===== config.mk =====
export PLATFORM = sky130hd
export DESIGN_NAME = stopwatch_ctrl
export DESIGN_NICKNAME = d
export VERILOG_FILES = /design/src/rtl/stopwatch_ctrl.sv
export SDC_FILE = /design/constraint.sdc
export NUM_CORES = 1
export LEC_CHECK = 0
export CORE_MARGIN = 4
export CORE_UTILIZATION = 30
export CTS_CLUSTER_DIAMETER = 100
export DETAILED_ROUTE_END_ITERATION = 8
export PLACE_DENSITY_LB_ADDON = 0.15
export SYNTH_ARGS = -nofsm -noshare
export SYNTH_HDL_FRONTEND = slang
export SYNTH_SLANG_ARGS = --single-unit

===== constraint.sdc =====
create_clock -name clk -period 2.1 [get_ports clk]
set_input_delay 0.21 -clock clk [delete_from_list [all_inputs] [get_ports clk]]
set_output_delay 0.21 -clock clk [all_outputs]
set_load 0.02 [all_outputs]

===== src/rtl/stopwatch_ctrl.sv =====
// Stopwatch control sequencer: button edge detect, IDLE/RUN/PAUSE/LAP FSM,
// count-tick prescaler and clear pulse for the BCD time counter.
module stopwatch_ctrl #(
  parameter int unsigned TICK_DIV = 1000000,
  parameter int unsigned CW       = 20
) (
  input  logic       clk,
  input  logic       rst,
  input  logic       start_btn,
  input  logic       clear_btn,
  input  logic       lap_btn,
  output logic       tick,
  output logic       clr,
  output logic       freeze,
  output logic       running,
  output logic [1:0] state
);

  typedef enum logic [1:0] {
    IDLE  = 2'b00,
    RUN   = 2'b01,
    PAUSE = 2'b10,
    LAP   = 2'b11
  } state_e;

  localparam logic [CW-1:0] PCNT_MAX = CW'(TICK_DIV - 1);

  state_e          state_q, state_d;
  logic [CW-1:0]   pcnt_q, pcnt_d;
  logic            tick_q, tick_d;
  logic            clr_q, clr_d;
  logic            prev_start_q, prev_start_d;
  logic            prev_clear_q, prev_clear_d;
  logic            prev_lap_q, prev_lap_d;
  logic            press_start, press_clear, press_lap;
  logic            counting;

  // Register process; prev registers reset high so held buttons need a re-press.
  always_ff @(posedge clk) begin
    if (rst) begin
      state_q      <= IDLE;
      pcnt_q       <= '0;
      tick_q       <= 1'b0;
      clr_q        <= 1'b0;
      prev_start_q <= 1'b1;
      prev_clear_q <= 1'b1;
      prev_lap_q   <= 1'b1;
    end else begin
      state_q      <= state_d;
      pcnt_q       <= pcnt_d;
      tick_q       <= tick_d;
      clr_q        <= clr_d;
      prev_start_q <= prev_start_d;
      prev_clear_q <= prev_clear_d;
      prev_lap_q   <= prev_lap_d;
    end
  end

  always_comb begin
    prev_start_d = start_btn;
    prev_clear_d = clear_btn;
    prev_lap_d   = lap_btn;
    press_start  = start_btn & ~prev_start_q;
    press_clear  = clear_btn & ~prev_clear_q;
    press_lap    = lap_btn   & ~prev_lap_q;
  end

  // Next state: clear > start > lap, only among presses legal in the state.
  always_comb begin
    state_d = state_q;
    clr_d   = 1'b0;
    case (state_q)
      IDLE: begin
        if (press_clear)      clr_d   = 1'b1;
        else if (press_start) state_d = RUN;
      end
      RUN: begin
        if (press_start)      state_d = PAUSE;
        else if (press_lap)   state_d = LAP;
      end
      LAP: begin
        if (press_start)      state_d = PAUSE;
        else if (press_lap)   state_d = RUN;
      end
      PAUSE: begin
        if (press_clear) begin
          state_d = IDLE;
          clr_d   = 1'b1;
        end else if (press_start) begin
          state_d = RUN;
        end
      end
    endcase
  end

  // Prescaler counts only while staying in RUN/LAP; a pause edge holds pcnt.
  always_comb begin
    pcnt_d   = pcnt_q;
    tick_d   = 1'b0;
    counting = state_q[0] & state_d[0];
    if (state_q == IDLE || clr_d) begin
      pcnt_d = '0;
    end else if (counting) begin
      if (pcnt_q == PCNT_MAX) begin
        pcnt_d = '0;
        tick_d = 1'b1;
      end else begin
        pcnt_d = pcnt_q + CW'(1);
      end
    end
  end

  // Outputs decoded straight from registers.
  always_comb begin
    state   = state_q;
    running = state_q[0];
    freeze  = (state_q == LAP);
    tick    = tick_q;
    clr     = clr_q;
  end

endmodule


==> results.py <==
metrics = {
    "status": {
        "status": "complete, no violations",
    },
    "global_route": {
        "grt_pass1_wl_um": 4780,
        "overflow": 0,
        "antenna_found_initial": 0,
        "grt_use_total_pct": 11.4,
        "grt_max_degree": 23,
        "grt_pass1_vias": 1012,
    },
    "finish": {
        "final_area_um2": 1480,
        "nets": 160,
        "syn_to_final_growth_pct": 14.8,
        "drive_above_1_share_pct": 10.5,
        "final_core_util_pct": 36.3,
        "fill_cells": 424,
        "n_antenna_cell": 0,
        "stdcell_count": 203,
        "layout_common_cells": "27 x dfxtp_1, 15 x a21oi_1, 11 x nand2_1",
        "mostFrequentLayoutCell": "dfxtp_1",
    },
    "floorplanning": {
        "chipWidth_um": 73.6,
        "die-area_um2": 5420,
        "start_util_pct": 31.6,
        "core_area_um2": 4090,
        "io_pins": 11,
        "fp.dieH_um": 73.6,
        "rows": 23,
    },
    "placement": {
        "dpl.hpwl_um": 2050,
        "gp_congestion": 0.802,
        "portBuffers": 10,
        "dp_cells": 199,
        "dpl_worst_slack_ns": 0.181,
        "placed_cell_area_um2": 1440,
    },
    "sta": {
        "final_hold_viol_count": 0,
        "worstMarginPinSlew_ns": 0.309,
        "fin_crit_sh_pct": 82.7,
        "period_needed_ns": 1.74,
        "grt_setup_unrepaired": "false",
        "timing.hold.ws_ns": 0.478,
        "setup_violations": 0,
        "fin_tns_setup_ns": 0,
        "maxSlewHeadroom_pct": 79.4,
        "setup_slack_ns": 0.363,
        "skew_ns": 0.00571,
        "fmax_mhz": 576,
        "report.final.slew_viol_count": 0,
    },
    "logic_synthesis": {
        "yosys-top-cells-area": "dfxtp_1 42%, a21oi_1 5.8%, o31ai_1 5.8%, or4_1 5.8%, xor2_1 4.7%",
        "synthDistinctLibCells": 34,
        "yosysTopAreaCell": "dfxtp_1",
        "synth.avg_cell_area_um2": 8.97,
        "seq_area_frac_synth_pct": 41.9,
        "syn_inst": 144,
        "syn_nets": 150,
        "yosys_warnings": 0,
        "synth_top_cell_area_share_pct": 41.9,
        "synth.ff_latch_count": 27,
        "netlist_area_um2": 1290,
    },
    "routing": {
        "vias": 1068,
        "viasPerCell": 5.26,
        "drtAntennaViolNets": 0,
        "dr.first_iter.drc_count": 48,
        "wire_per_inst_um": 13.9,
        "finalWirelength_um": 2820,
        "route.detailed.drc": 0,
        "drt_first_pass_iters": 4,
    },
    "power_and_ir_drop": {
        "p_leak_nw": 0.467,
        "p_total_mw": 0.868,
        "power_density_nw_per_um2": 586,
        "ir_worst_vdd_v": 0.000223,
    },
    "clock_network": {
        "cts_tree": "yes",
        "insertion_delay_ns": 0.28,
        "ctsLongestPathBuffers": 2,
        "htree_levels": 1,
        "cts_root_buffer": "clkbuf_8",
        "post-cts-setup-buffer-count": 0,
        "cts_buffers": 3,
        "cts_sinks": 27,
        "cts.clk_slew.worst_paths_ns": 0.09,
        "cts_hold_buf": 0,
        "cts_resized": 0,
    },
    "worst_setup_path": {
        "arrival_ns": 1.53,
        "path_max_fanout": 10,
        "setup.worst_path.class": "reg2out",
        "required_ns": 1.89,
        "endpoint_kind": "output port",
        "start_kind": "flop",
    },
    "flow_run": {
        "cap_violations": 0,
    },
    "hold_path": {
        "hold_class": "reg2reg",
    },
}
[area by class of cell]
type	count	area, um2	share of cell area [%]
Clock buffer	4	45.0	3.04
Inverter	2	7.51	0.506
Multi-Input combinational cell	107	692	46.7
Sequential cell	27	541	36.5
Tap cell	50	62.6	4.22
Timing Repair Buffer	13	135	9.11
[power by group]
group / leakage, nW / switching (mW) / internal [mW]
Clock: 0.0228 / 0.166 / 0.136
Sequential: 0.218 / 0.00320 / 0.516
Combinational: 0.226 / 0.0231 / 0.0231
[critical path, stage by stage, from the launching register on]
cell	delay, ns
dfxtp_1	0.49
and2_1	0.17
clkdlybuf4s50_1	0.60
[flip-flops by register name (all words and copies together), names as in the netlist]
signal and cells:
pcnt_q 20, prev_clear_q 1, prev_start_q 1, state 2
tick 1, prev_lap_q 1, clr 1
[Yosys cell counts]
cell type,n
a21bo_2,1
a21o_1,1
a21oi_1,15
and2_1,4
and3_1,2
and3_2,1
and3_4,1
and4_1,2
buf_2,2
buf_4,3
buf_6,1
clkbuf_1,2
dfxtp_1,27
ha_1,1
inv_1,2
nand2_1,11
nand2b_1,3
nand3_1,4
nand3_2,2
nand3b_1,1
nand4_1,8
nand4_4,1
nor2_1,8
nor3_1,2
nor3b_1,1
nor4_1,1
nor4bb_1,1
o211ai_2,1
o21ai_0,3
o31ai_1,10
or2_2,3
or3_1,2
or4_1,10
xor2_1,7
[routing by layer]
layer  GRT usage, %  part of all wire, %
met4           5.23                  1.9
met5              0                    0
met2           15.7                   44
met1           16.4                   52
met3           2.74                  2.5
[path summary, 6_finish.rpt]
check / startpoint / end / slack, ns / depth (start not counted)
max reg2reg: pcnt_q[3] / pcnt_q[19] / 0.38 / 4
max: state[0] / freeze / 0.36 / 2
min reg2reg: pcnt_q[1] / pcnt_q[1] / 0.48 / 2
min: pcnt_q[1] / pcnt_q[1] / 0.48 / 2
[kinds of logic after synthesis]
logic type      Yosys count  synth area share [%]
xor+xnor                  7                  4.75
flops                    27                  41.9
compound gates           31                  15.1
fa+ha+maj                 1                 0.969
simple gates             68                  32.8
buf+inv                  10                  4.55
No activity file was read; power rests on OpenSTA's default activity.
